--- src/rtl/pipe_ctrl_pkg.sv ---
// Shared opcodes, PC-source encodings and FSM state type for the pipeline
// sequencing controller.
package pipe_ctrl_pkg;

    localparam logic [3:0] OP_NOP  = 4'h0;
    localparam logic [3:0] OP_ADD  = 4'h1;
    localparam logic [3:0] OP_SUB  = 4'h2;
    localparam logic [3:0] OP_AND  = 4'h3;
    localparam logic [3:0] OP_OR   = 4'h4;
    localparam logic [3:0] OP_LW   = 4'h8;
    localparam logic [3:0] OP_SW   = 4'h9;
    localparam logic [3:0] OP_BEQ  = 4'hA;
    localparam logic [3:0] OP_JUMP = 4'hB;
    localparam logic [3:0] OP_JR   = 4'hC;
    localparam logic [3:0] OP_MUL  = 4'hD;

    localparam logic [1:0] PC_SEQ = 2'b00;
    localparam logic [1:0] PC_BR  = 2'b01;
    localparam logic [1:0] PC_JMP = 2'b10;
    localparam logic [1:0] PC_JR  = 2'b11;

    localparam logic [15:0] STALL_MAX = 16'hFFFF;

    typedef enum logic {
        S_RUN = 1'b0,
        S_MUL = 1'b1
    } state_t;

endpackage

--- src/rtl/pipe_ctrl_hazard_detect.sv ---
// Combinational detection of load-use hazards and ID-stage redirects
// (JUMP / JR) for the pipeline sequencing controller.
module hazard_detect
    import pipe_ctrl_pkg::*;
#(
    parameter int REG_AW = 4
) (
    input  logic [3:0]        id_op,
    input  logic [REG_AW-1:0] id_rs,
    input  logic [REG_AW-1:0] id_rt,
    input  logic [3:0]        ex_op,
    input  logic [REG_AW-1:0] ex_rd,
    output logic              lu_hz,
    output logic              jmp,
    output logic              jr
);

    // r0 is hardwired to zero, so a load targeting it can never create a hazard
    assign lu_hz = (ex_op == OP_LW) && (ex_rd != '0) &&
                   ((ex_rd == id_rs) || (ex_rd == id_rt));
    assign jmp   = (id_op == OP_JUMP);
    assign jr    = (id_op == OP_JR);

endmodule

--- src/rtl/pipe_ctrl.sv ---
// Pipeline sequencing controller: pipeline-register enables, flushes and
// bubbles, PC source select, MUL occupancy FSM and a stall-cycle counter.
module pipe_ctrl
    import pipe_ctrl_pkg::*;
#(
    parameter int MUL_CYC = 4,
    parameter int REG_AW  = 4
) (
    input  logic              clk,
    input  logic              rst,
    input  logic [3:0]        id_op,
    input  logic [REG_AW-1:0] id_rs,
    input  logic [REG_AW-1:0] id_rt,
    input  logic [3:0]        ex_op,
    input  logic [REG_AW-1:0] ex_rd,
    input  logic              ex_taken,
    output logic              pc_wen,
    output logic [1:0]        pc_sel,
    output logic              ifid_wen,
    output logic              ifid_flush,
    output logic              idex_wen,
    output logic              idex_bubble,
    output logic              exmem_bubble,
    output logic              busy,
    output logic [15:0]       stall_cnt
);

    // The RUN cycle that sees the MUL is the first of MUL_CYC-1 stall cycles
    localparam logic [3:0] CNT_INIT = 4'(MUL_CYC - 2);

    state_t     state, next_state;
    logic [3:0] cnt, next_cnt;
    logic       lu_hz, jmp, jr;
    logic       id_rules;

    hazard_detect #(.REG_AW(REG_AW)) u_hazard (
        .id_op (id_op),
        .id_rs (id_rs),
        .id_rt (id_rt),
        .ex_op (ex_op),
        .ex_rd (ex_rd),
        .lu_hz (lu_hz),
        .jmp   (jmp),
        .jr    (jr)
    );

    always_ff @(posedge clk or posedge rst) begin
        if (rst) begin
            state <= S_RUN;
            cnt   <= '0;
        end else begin
            state <= next_state;
            cnt   <= next_cnt;
        end
    end

    always_ff @(posedge clk or posedge rst) begin
        if (rst) begin
            stall_cnt <= '0;
        end else if (!pc_wen && stall_cnt != STALL_MAX) begin
            stall_cnt <= stall_cnt + 16'd1;
        end
    end

    // Branch beats MUL beats the ID-stage rules; the release cycle of a MUL
    // falls through to the ID-stage rules so a held JUMP/JR redirects there
    always_comb begin
        next_state   = state;
        next_cnt     = cnt;
        pc_wen       = 1'b1;
        pc_sel       = PC_SEQ;
        ifid_wen     = 1'b1;
        ifid_flush   = 1'b0;
        idex_wen     = 1'b1;
        idex_bubble  = 1'b0;
        exmem_bubble = 1'b0;
        busy         = 1'b0;
        id_rules     = 1'b0;

        case (state)
            S_RUN: begin
                if (ex_taken) begin
                    pc_sel      = PC_BR;
                    ifid_flush  = 1'b1;
                    idex_bubble = 1'b1;
                end else if (ex_op == OP_MUL) begin
                    pc_wen       = 1'b0;
                    ifid_wen     = 1'b0;
                    idex_wen     = 1'b0;
                    exmem_bubble = 1'b1;
                    busy         = 1'b1;
                    next_state   = S_MUL;
                    next_cnt     = CNT_INIT;
                end else begin
                    id_rules = 1'b1;
                end
            end
            S_MUL: begin
                if (cnt != 4'd0) begin
                    pc_wen       = 1'b0;
                    ifid_wen     = 1'b0;
                    idex_wen     = 1'b0;
                    exmem_bubble = 1'b1;
                    busy         = 1'b1;
                    next_cnt     = cnt - 4'd1;
                end else begin
                    next_state = S_RUN;
                    id_rules   = 1'b1;
                end
            end
            default: next_state = S_RUN;
        endcase

        // A load-use stall defers any redirect until the ID instruction reissues
        if (id_rules) begin
            if (lu_hz) begin
                pc_wen      = 1'b0;
                ifid_wen    = 1'b0;
                idex_bubble = 1'b1;
            end else if (jmp) begin
                pc_sel     = PC_JMP;
                ifid_flush = 1'b1;
            end else if (jr) begin
                pc_sel     = PC_JR;
                ifid_flush = 1'b1;
            end
        end

        if (rst) begin
            pc_wen       = 1'b0;
            pc_sel       = PC_SEQ;
            ifid_wen     = 1'b0;
            ifid_flush   = 1'b1;
            idex_wen     = 1'b0;
            idex_bubble  = 1'b1;
            exmem_bubble = 1'b1;
            busy         = 1'b0;
        end
    end

endmodule

--- config.mk ---
export PLATFORM = sky130hd
export DESIGN_NAME = pipe_ctrl
export DESIGN_NICKNAME = d
export VERILOG_FILES = /design/src/rtl/pipe_ctrl_pkg.sv /design/src/rtl/pipe_ctrl_hazard_detect.sv /design/src/rtl/pipe_ctrl.sv
export SDC_FILE = /design/constraint.sdc
export NUM_CORES = 1
export LEC_CHECK = 0
export BUFFER_PORTS_ARGS = -buffer_cell sky130_fd_sc_hd__buf_2
export CAP_MARGIN = 20
export CORE_ASPECT_RATIO = 0.9
export CORE_UTILIZATION = 48
export DETAILED_ROUTE_END_ITERATION = 10
export PLACE_DENSITY = 0.89
export SYNTH_ARGS = -nofsm -noshare
export SYNTH_HDL_FRONTEND = slang
export SYNTH_HIERARCHICAL = 1
export SYNTH_SLANG_ARGS = --single-unit
--- constraint.sdc ---
create_clock -name clk -period 2.6 [get_ports clk]
set_clock_uncertainty 0.2 [all_clocks]
set_input_delay 0.26 -clock clk [delete_from_list [all_inputs] [get_ports clk]]
set_output_delay 0.26 -clock clk [all_outputs]
set_load 0.1 [all_outputs]
Word-level counts from Yosys, hierarchy flattened
Index checks and enable logic that the tools add are counted.

Bits in registers: 21. Bits of input ports: 23. Output and inout port bits: 25. Logic and storage cells: 61.

$add $sub $neg: 2. Eq/ne operators: 10. Multiplexer cells: 37. Bitwise logic cells: 1. Reductions and logical operators: 8.

Operators with widths (count): $mux 1 (25); $add 16x1->16 const B (1); $eq 4x4->1 const B (4); $ne 16x16->1 const B (1); $mux 4 (3); $mux 2 (5); $eq 4x4->1 (2); $pmux 4 s2 (1); $reduce_bool 4->1 (2); $pmux 1 s2 (3); $ne 2x2->1 const B (2); $sub 4x1->4 const B (1); $logic_and 1x1->1 (3); $reduce_and 3->1 (1); $ne 2x1->1 const B (1); $logic_not 1->1 (1); $logic_or 1x1->1 (1); $not 1->1 (1).

Logic depth before layout (Yosys ltp)
Gate-level depths: netlist of the first run.

Word-level depth: 9. Gate-level depth with buffers: 9.

By module
The synthesis of the first run kept the hierarchy.

Modules (own cells, without submodules): pipe_ctrl (instances 1, cells each 112, area each 1166.1 sq um, seq. area each 525.5 sq um); hazard_detect (instances 1, cells each 16, area each 130.1 sq um, seq. area each 0.0 sq um).

Worst setup path after synthesis of the first run
No wires, ideal clock.

Kind: register to output. From: reg cnt[0]. To: out exmem_bubble. Arrival: 3.389 ns. Required time: 2.140 ns. Path slack: -1.249 ns. Cell stages (with the launch flop): 8. Buffers on the path: 0. Cells stage by stage: dfrtp_1 -> inv_1 -> ha_1 -> nor3b_1 -> nand2b_1 -> nand2b_1 -> nor2_1 -> inv_1.

Cells in the longest elaborated chain, start to end: 4.

Ends and longest elaborated chain: start: declaration (line pipe_ctrl.sv:32) `logic [3:0] cnt, next_cnt;`; start signal: assignment (line pipe_ctrl.sv:53) `cnt <= next_cnt;`; $reduce_bool 4->1 (line pipe_ctrl.sv:99) `if (cnt != 4'd0) begin`; $mux 1; $pmux 1 s2; named net next_state (line pipe_ctrl.sv:31) `state_t state, next_state;`; $mux 1 (line pipe_ctrl.sv:129) `if (rst) begin`; end: declaration (line pipe_ctrl.sv:23) `output logic exmem_bubble,`.

The timed path passes the listed nets, and every way through them passes these cells.

Worst setup path after layout of the first run
From: reg cnt[0]. To: out pc_sel[1].

Cells in the longest elaborated chain, start to end: 5.

Ends and longest elaborated chain: $reduce_bool 4->1 (line pipe_ctrl.sv:99); $mux 1 (line pipe_ctrl.sv:99); $pmux 1 s2 (line pipe_ctrl.sv:80) `case (state)`; $mux 2 (line pipe_ctrl.sv:115) `if (id_rules) begin`; $mux 2 (line pipe_ctrl.sv:129); end: declaration (line pipe_ctrl.sv:18) `output logic [1:0] pc_sel,`.

Every way passes these cells.

==> metrics.txt, run 1 <==
run status=finished with violations; failing checks=design-rule violations; crit-path leading delay family=simple AND/OR/NAND/NOR gates; peak clock frequency supported by timing=402.9 MHz; DP HPWL=2373 microns; cell taking the most area after synthesis=sky130_fd_sc_hd__dfrtp_1; internal portion of total power=816.9 uW; CP Data Required Time=2.14 ns; final critical path time including I/O delays and setup=2.482 ns; Synthesized Nets=154; Final Max Tran Viols=0; portion of total power attributed to sequential cells=0.275; floorplan row count=17; number of antenna violations at the first check in global routing=0; standby leakage power=0.7953 nW; max cap viols=0; wire length of the first global-routing pass=5271 microns; io pins=48; number of buffers added on ports=47; dominant register cell in the synthesized netlist=sky130_fd_sc_hd__dfrtp_1; placed cell count=202; highest fanout seen on the critical path=4; syn_area_per_cell=10.13 sq um; mean number of vias per cell=5.498; P&R area growth vs syn=33.59%; hold path startpoint=ex_taken; reg2reg path depth=7; worst hold path depth=3; number of DRC violations after detailed routing=4; critical path's largest stage delay=0.43 ns; yosys synthesis warning count=6; clock tree from TritonCTS=yes; buffer and inverter count on the worst path=2; filler instances=186; fraction of the cycle the final worst path needs=0.9547; drt first-iter violations=37; share of the synthesized area in the top cell type=0.4054; type of element launching the critical path=flop; Peak VDD IR=1.434 mV; DRT antenna net count=0; number of sinks on the clock net=21; area of the core region=2510 sq um; net switching component of the power=1.173 mW; detailed-routing iteration count for the pre-antenna-repair pass=7; worst r2r dst=stall_cnt[1]; Hold Crit Class=input port to flop; area of the mapped netlist=1296 sq um; number of distinct library cells after synthesis=35; Finished Core Util=0.6899; number of enable flip-flop cells after synthesis=0; total congestion overflow after global routing=0; Root Buffer=sky130_fd_sc_hd__clkbuf_4; All-Layer GR Usage=0.2397; overall power=1.990 mW; Fin. Hold Viols=0; effective utilization at floorplan=0.5165; number of clock buffers inserted by TritonCTS=3; share of flip-flops with an asynchronous set or reset=1.000; sequential area share after synthesis=0.4054; power density of the placed cells=1149 nW/um^2; class of the most critical setup path=flop to output pin; top cell types by occurrence after synthesis=sky130_fd_sc_hd__dfrtp_1, sky130_fd_sc_hd__xnor2_1, sky130_fd_sc_hd__nand4_1; via total after detailed routing=1,149; Endpoint, Worst Hold=cnt[3]; proportion of power drawn by the clock network=0.080; arrival time reported for the critical path endpoint=2.02 ns; critical path's slowest cell=sky130_fd_sc_hd__dfrtp_1; clock-pin slew of the registers on the worst-case setup and hold paths=0.12 ns; number of global-route vias before repair=1,132; layout cell share with drive strength beyond 1=0.3923; synthesis-stage register bit count=21; die area=2913 sq um; Crit Reg-Reg Startpoint=cnt[0]; number of antenna cells inserted=0; Longest Clk Path Bufs=2; setup violators final=0; routability-driven placement congestion ratio=0.8180; die height=51.30 microns; average wire per standard cell=14.57 microns; Comb pwr share=0.645; Post-Syn Instances=128; top cells by area, synth=sky130_fd_sc_hd__dfrtp_1, sky130_fd_sc_hd__xnor2_1, sky130_fd_sc_hd__nand4_1; Worst Max-Slew Pin Slew=0.6361 ns; Worst Hold Margin=0.1099 ns; clk_lat worst skew=0.31 ns; startpoint of the most critical setup path=cnt[0]; Switching Share=0.5895; largest net degree at the start of global routing=22; die span in x=56.78 microns; max-slew headroom at the worst pin=0.5759; # nets final=208; worst-case register-to-register setup slack=0.35 ns; maximum level of the CTS H-tree=1; chain of cells forming the critical path=inv_2, ha_2, nor3b_4, a22oi_1, nor2_1, o21ai_0, nor2_2, buf_12; setup TNS after final layout=0 ns; CP endpoint kind=output pin; post-layout instance count excluding filler cells=209; total wirelength of the detailed-routed design=3045 microns
## per-layer routing
metal  share of wire  global-route usage
met1            0.42              0.3027
met4           0.013             0.07317
met2            0.52              0.4107
met3           0.048             0.05570
met5               0                   0
## placed cells by master, fill, tap and decap left out, types with 3 or more instances in the layout
cell	synthesis	routed
sky130_fd_sc_hd__xnor2_1	21	21
sky130_fd_sc_hd__nand2b_1	4	3
sky130_fd_sc_hd__a21oi_2	2	3
sky130_fd_sc_hd__nand4_1	12	12
sky130_fd_sc_hd__and3_1	5	5
sky130_fd_sc_hd__dfrtp_1	21	21
sky130_fd_sc_hd__buf_4	1	6
sky130_fd_sc_hd__buf_12	0	6
sky130_fd_sc_hd__buf_2	0	39
sky130_fd_sc_hd__nand3_1	6	6
sky130_fd_sc_hd__inv_1	6	5
sky130_fd_sc_hd__xor2_1	3	3
sky130_fd_sc_hd__nand2_1	5	5
sky130_fd_sc_hd__clkbuf_4	0	3
sky130_fd_sc_hd__nor2_1	9	7
## area by class of cell
type | count | area, sq um | area share
Sequential cell | 21 | 525.5 | 0.3035
Clock buffer | 4 | 26.28 | 0.01517
Inverter | 6 | 22.52 | 0.01301
Multi-Input combinational cell | 98 | 752.0 | 0.4342
Tap cell | 28 | 35.03 | 0.02023
Timing Repair Buffer | 52 | 370.4 | 0.2139
## worst reg2reg max path, stage by stage, from the launching register on
cell                      delay (ns)
sky130_fd_sc_hd__dfrtp_1        0.41
sky130_fd_sc_hd__inv_2          0.06
sky130_fd_sc_hd__ha_2           0.19
sky130_fd_sc_hd__or4b_1         0.19
sky130_fd_sc_hd__a21oi_2        0.06
sky130_fd_sc_hd__buf_4          0.13
sky130_fd_sc_hd__a21oi_2        0.50
sky130_fd_sc_hd__mux2_2         0.40
## cells by family (layout without fill, tap and decap cells)
logic type / Yosys count / after routing / share of synthesized area
xor gates and xnor gates: 24 / 24 / 0.1622
AOI/OAI and AO/OA: 12 / 12 / 0.06178
muxes: 3 / 3 / 0.02799
and+or+nand+nor: 56 / 56 / 0.2732
DFF: 21 / 21 / 0.4054
buffers and inverters: 9 / 62 / 0.04054
adders and majority gates: 3 / 3 / 0.02896
## power groups by stage
stage	combinational [mW]	sequential (mW)	clock, mW
detailed placement	1.26	0.543	0
floorplan	0.585	0.947	0
finish	1.28	0.547	0.159
global placement	1.22	0.533	0
global route	1.35	0.569	0.177
CTS	1.27	0.540	0.160
## repair_timing
item / 4_1_cts / 5_1_grt
gates resized for setup: 3 / 4
buffers inserted: 0 / 2
hold endpoints to repair: 21 / 0
cloned: 0 / 0
hold buffers: 1 / 0
setup endpoints to repair: 6 / 8
pin swaps: 0 / 3
## flip-flops by register name, summed over array words and instances (netlist names)
| name | flops |
|---|---|
| stall_cnt | 16 |
| cnt | 4 |
| state | 1 |
## worst max path at each step
stage / to / slack, ns / cells past startpoint
final: pc_sel[1] / 0.12 / 8
after global routing: pc_sel[1] / -0.007 / 8
after CTS: busy / 0.03 / 7
after detailed placement: stall_cnt[1] / -0.07 / 8
after global placement: stall_cnt[1] / 0.02 / 8
after floorplan: exmem_bubble / -0.14 / 7
## per-stage QoR
step | area (sq um) | setup WS [ns]
after CTS | 1705 | 0.02922
after floorplan | 1314 | -0.1431
final | 1732 | 0.1179
after global routing | 1732 | -0.006984
after global placement | 1659 | 0.01852
after detailed placement | 1659 | -0.06619
(Power assumes the default switching activity.)
==> run 2: changes to the inputs <==
Settings changed: CTS_BUF_LIST from default to sky130_fd_sc_hd__clkbuf_16.
==> run 2 against run 1 <==
Effect of this change:
- the flow still finishes with violations (design-rule violations)
- cell area grew 2.5%
- worst setup slack got worse by 0.043 ns
- count of clock-buffer cells in the layout fell by 1
- hold slack gained 0.069 ns
- maximum frequency fell by 1.7%
- sequential power barely moved
- critical path type unchanged
- largest cell class unchanged
- highest routed layer unchanged
==> metrics.txt, run 2 (synthesis results as in run 1) <==
max-slew headroom at the worst pin=0.6349; failing checks=design-rule violations; worst hold path depth=3; Finished Core Util=0.7069; Fin. Hold Viols=0; run status=finished with violations; maximum level of the CTS H-tree=1; fraction of the cycle the final worst path needs=0.9710; floorplan row count=17; Root Buffer=sky130_fd_sc_hd__clkbuf_16; setup violators final=0; number of DRC violations after detailed routing=4; arrival time reported for the critical path endpoint=2.06 ns; clock tree from TritonCTS=yes; setup slack after placement=-0.06619 ns; unrepaired setup endpoints after global routing=false; die span in x=56.78 microns; number of flip-flops under the largest register name=16; total wirelength of the detailed-routed design=3141 microns; post-route setup slack=0.07531 ns; crit-path leading delay family=simple AND/OR/NAND/NOR gates; # nets final=206; mean number of vias per cell=5.599; highest fanout seen on the critical path=3; number of sinks on the clock net=21; class of the most critical setup path=flop to output pin; highest-count cells in the layout ignoring fill and taps=sky130_fd_sc_hd__buf_2, sky130_fd_sc_hd__xnor2_1, sky130_fd_sc_hd__dfrtp_1; wire length of the first global-routing pass=5347 microns; via total after detailed routing=1,159; flip-flop and latch area=525.5 sq um; routability-driven placement congestion ratio=0.8180; Final Max Tran Viols=0; number of buffers added on ports=47; clock-pin slew of the registers on the worst-case setup and hold paths=0.06 ns; DP HPWL=2373 microns; P&R area growth vs syn=36.87%; post-layout instance count excluding filler cells=207; total congestion overflow after global routing=0; number of clock buffers inserted by TritonCTS=3; DRT antenna net count=0; power density of the placed cells=1213 nW/um^2; number of antenna cells inserted=0; peak clock frequency supported by timing=396.1 MHz; critical path's largest stage delay=0.48 ns; All-Layer GR Usage=0.2446; die area=2913 sq um; effective utilization at floorplan=0.5165; number of antenna violations at the first check in global routing=0; average wire per standard cell=15.17 microns; multi-input combinational cell area=757.0 sq um; worst-case register-to-register setup slack=0.30 ns; WP depth=6; filler instances=184; CP endpoint kind=output pin; die height=51.30 microns; reg2reg path depth=7; setup TNS after final layout=0 ns; standby leakage power=0.8179 nW; critical path's slowest cell=sky130_fd_sc_hd__or4b_1; type of element launching the critical path=flop; Hold Crit Class=input port to flop; detailed-routing iteration count for the pre-antenna-repair pass=7; most common cell after layout, fill and taps aside=sky130_fd_sc_hd__buf_2; buffer and inverter count on the worst path=2; layout cell share with drive strength beyond 1=0.3743; io pins=48; Peak VDD IR=1.264 mV; Worst Hold Margin=0.1785 ns; chain of cells forming the critical path=inv_1, ha_1, or4b_1, a21oi_2, and2_4, buf_12; number of global-route vias before repair=1,135; largest registers in the final layout=stall_cnt (16), cnt (4), state (1); area of the core region=2510 sq um; largest net degree at the start of global routing=22; register with the most flip-flops=stall_cnt; max cap viols=0; clk_lat worst skew=0.26 ns; final critical path time including I/O delays and setup=2.525 ns; CP Data Required Time=2.14 ns; Worst Max-Slew Pin Slew=0.5427 ns; Longest Clk Path Bufs=2; placed cell count=202; drt first-iter violations=35
## run 2: stage by stage
stage / area [sq um] / power (mW)
finish: 1774 / 2.152
global route: 1774 / 2.253
CTS: 1755 / 2.134
detailed placement: 1659 / 1.799
global placement: 1659 / 1.754
floorplan: 1314 / 1.533
## run 2: timing repair
action,CTS,global route
buffers inserted,0,0
pin swaps,0,1
hold buffers,1,0
setup endpoints to repair,4,13
endpoints found under the hold margin,21,0
gates resized for setup,2,4
## run 2: area by class of cell
class / instances / share of cell area
clock buffers: 3 / 0.04231
clock inverters: 1 / 0.002116
inverters: 6 / 0.01269
multi-input cells: 98 / 0.4267
flip-flops and latches: 21 / 0.2962
well taps: 28 / 0.01975
repair buffers: 50 / 0.2003
## run 2: worst reg2reg max path, stage by stage (launching register included)
cell and delay (ns):
sky130_fd_sc_hd__dfrtp_1 0.40, sky130_fd_sc_hd__inv_1 0.10, sky130_fd_sc_hd__ha_1 0.19, sky130_fd_sc_hd__or4b_1 0.48, sky130_fd_sc_hd__a21oi_2 0.24, sky130_fd_sc_hd__and2_4 0.23
sky130_fd_sc_hd__nor3b_2 0.06, sky130_fd_sc_hd__mux2_4 0.29
## run 2: report_power, final
group	switching (mW)	leakage (nW)	internal (mW)
Sequential	0.123	0.268	0.427
Clock	0.119	0.0423	0.205
Combinational	0.953	0.508	0.325
## run 2: final timing paths
path | startpoint | endpoint
max | cnt[0] | ifid_wen
min | ex_taken | cnt[2]
max reg2reg | cnt[0] | stall_cnt[14]
min reg2reg | cnt[0] | cnt[0]
max in group asynchronous | rst | stall_cnt[3]
min in group asynchronous | rst | cnt[3]
## run 2: per-layer routing
layer / wire length [microns] / global-route usage
met1: 1348 / 0.3124
met2: 1603 / 0.4266
met3: 141 / 0.05823
met4: 47 / 0.04878
met5: 0 / 0
==> run 3: changes to the inputs <==
Settings changed: PLACE_DENSITY 0.89 to 0.85.
==> run 3 against run 2 <==
Effect of this change:
- the run still ends with design-rule violations left
- via count down 0.78%
- hold slack about the same
- combinational power about the same
- critical endpoint is now ifid_flush
==> metrics.txt, run 3 (synthesis results as in run 1) <==
placed cell count=203; Comb pwr share=0.589; maximum level of the CTS H-tree=1; setup violators final=0; Longest Clk Path Bufs=2; P&R area growth vs syn=36.78%; layout cell share with drive strength beyond 1=0.3778; critical path's largest stage delay=0.40 ns; unrepaired setup endpoints after global routing=false; Hold Crit Class=input port to flop; Worst Max-Slew Pin Slew=0.6211 ns; Fin. Hold Viols=0; net switching component of the power=1.184 mW; arrival time reported for the critical path endpoint=2.00 ns; drt first-iter violations=40; via total after detailed routing=1,150; Peak VDD IR=1.281 mV; largest net degree at the start of global routing=16; proportion of power drawn by the clock network=0.151; CP endpoint kind=output pin; number of sinks on the clock net=21; buffer and inverter count on the worst path=2; Worst Hold Margin=0.1788 ns; max-slew headroom at the worst pin=0.5859; final critical path time including I/O delays and setup=2.464 ns; number of flip-flops under the largest register name=16; standby leakage power=0.8207 nW; run status=finished with violations; DRT antenna net count=0; number of clock buffers inserted by TritonCTS=3; type of element launching the critical path=flop; clock tree from TritonCTS=yes; Finished Core Util=0.7064; register with the most flip-flops=stall_cnt; max cap viols=0; # nets final=207; die area=2913 sq um; highest-count cells in the layout ignoring fill and taps=sky130_fd_sc_hd__buf_2, sky130_fd_sc_hd__xnor2_1, sky130_fd_sc_hd__dfrtp_1; All-Layer GR Usage=0.2259; setup TNS after final layout=0 ns; crit-path leading delay family=simple AND/OR/NAND/NOR gates; detailed-routing iteration count for the pre-antenna-repair pass=7; class of the most critical setup path=flop to output pin; power density of the placed cells=1205 nW/um^2; floorplan row count=17; die height=51.30 microns; number of global-route vias before repair=1,111; area of the core region=2510 sq um; buffers inserted by post-CTS timing repair=0; post-layout instance count excluding filler cells=208; largest registers in the final layout=stall_cnt (16), cnt (4), state (1); number of antenna violations at the first check in global routing=0; overall power=2.136 mW; wire length of the first global-routing pass=5092 microns; routability-driven placement congestion ratio=0.8197; Root Buffer=sky130_fd_sc_hd__clkbuf_16; mean number of vias per cell=5.529; CP Data Required Time=2.14 ns; DP HPWL=2181 microns; io pins=48; filler instances=173; effective utilization at floorplan=0.5165; number of DRC violations after detailed routing=10; number of buffers added on ports=47; Switching Share=0.5541; chain of cells forming the critical path=inv_1, ha_1, nor3b_4, a22oi_1, nor2_1, o21ai_0, nand3_1, buf_12; total wirelength of the detailed-routed design=3051 microns; fraction of the cycle the final worst path needs=0.9476; Final Max Tran Viols=0; peak clock frequency supported by timing=405.9 MHz; clock-pin slew of the registers on the worst-case setup and hold paths=0.06 ns; average wire per standard cell=14.67 microns; portion of total power attributed to sequential cells=0.260; number of antenna cells inserted=0; clk_lat worst skew=0.25 ns; internal portion of total power=952.6 uW; failing checks=design-rule violations; die span in x=56.78 microns; total congestion overflow after global routing=0; most common cell after layout, fill and taps aside=sky130_fd_sc_hd__buf_2; critical path's slowest cell=sky130_fd_sc_hd__dfrtp_1; highest fanout seen on the critical path=4
## run 3: what timing repair did
action,4_1_cts,5_1_grt
endpoints found under the setup margin,5,5
endpoints found under the hold margin,8,0
hold buffers,1,0
resized for setup,1,5
## run 3: worst paths after layout
path	startpoint	to	slack [ns]	cells after the start
max in group asynchronous	rst	cnt[3]	1.20	4
worst max-delay path	cnt[0]	ifid_flush	0.14	8
min in group asynchronous	rst	stall_cnt[1]	0.48	3
worst min-delay path	ex_taken	cnt[3]	0.18	3
worst min register to register	stall_cnt[15]	stall_cnt[15]	0.31	1
worst max register to register	cnt[0]	stall_cnt[14]	0.38	7
## run 3: tightest hold or removal path, stage by stage
cell and delay (ns):
sky130_fd_sc_hd__buf_2 0.13, sky130_fd_sc_hd__nor3_1 0.09, sky130_fd_sc_hd__nor2_1 0.10
## run 3: power groups by stage
stage               Combinational, mW  Sequential (mW)  Clock [mW]
floorplan                       0.585            0.947           0
global placement                 1.22            0.534           0
detailed placement               1.24            0.546           0
CTS                              1.25            0.546       0.323
global route                     1.32            0.572       0.338
finish                           1.26            0.555       0.322
## run 3: metrics by stage
step	setup slack [ns]	area (sq um)
6_report	0.1362	1773
5_1_grt	0.006621	1773
4_1_cts	0.03329	1762
3_5_place_dp	0.06882	1667
3_3_place_gp	0.09998	1667
2_1_floorplan	-0.1431	1314
## run 3: final cells by class
type	count	area [sq um]	area share
Multi-Input combinational cell	98	747.0	0.4213
Clock inverter	1	5.005	0.002823
Sequential cell	21	525.5	0.2964
Tap cell	28	35.03	0.01976
Clock buffer	3	75.07	0.04234
Timing Repair Buffer	51	362.8	0.2047
Inverter	6	22.52	0.01270
## run 3: per-layer routing
layer / wire length (microns) / GRT usage / up-vias
met5: 0 / 0 / -
met4: 41 / 0.06504 / 0
met3: 126 / 0.04304 / 7
met2: 1537 / 0.4048 / 29
met1: 1344 / 0.2786 / 555
li1: - / - / 559
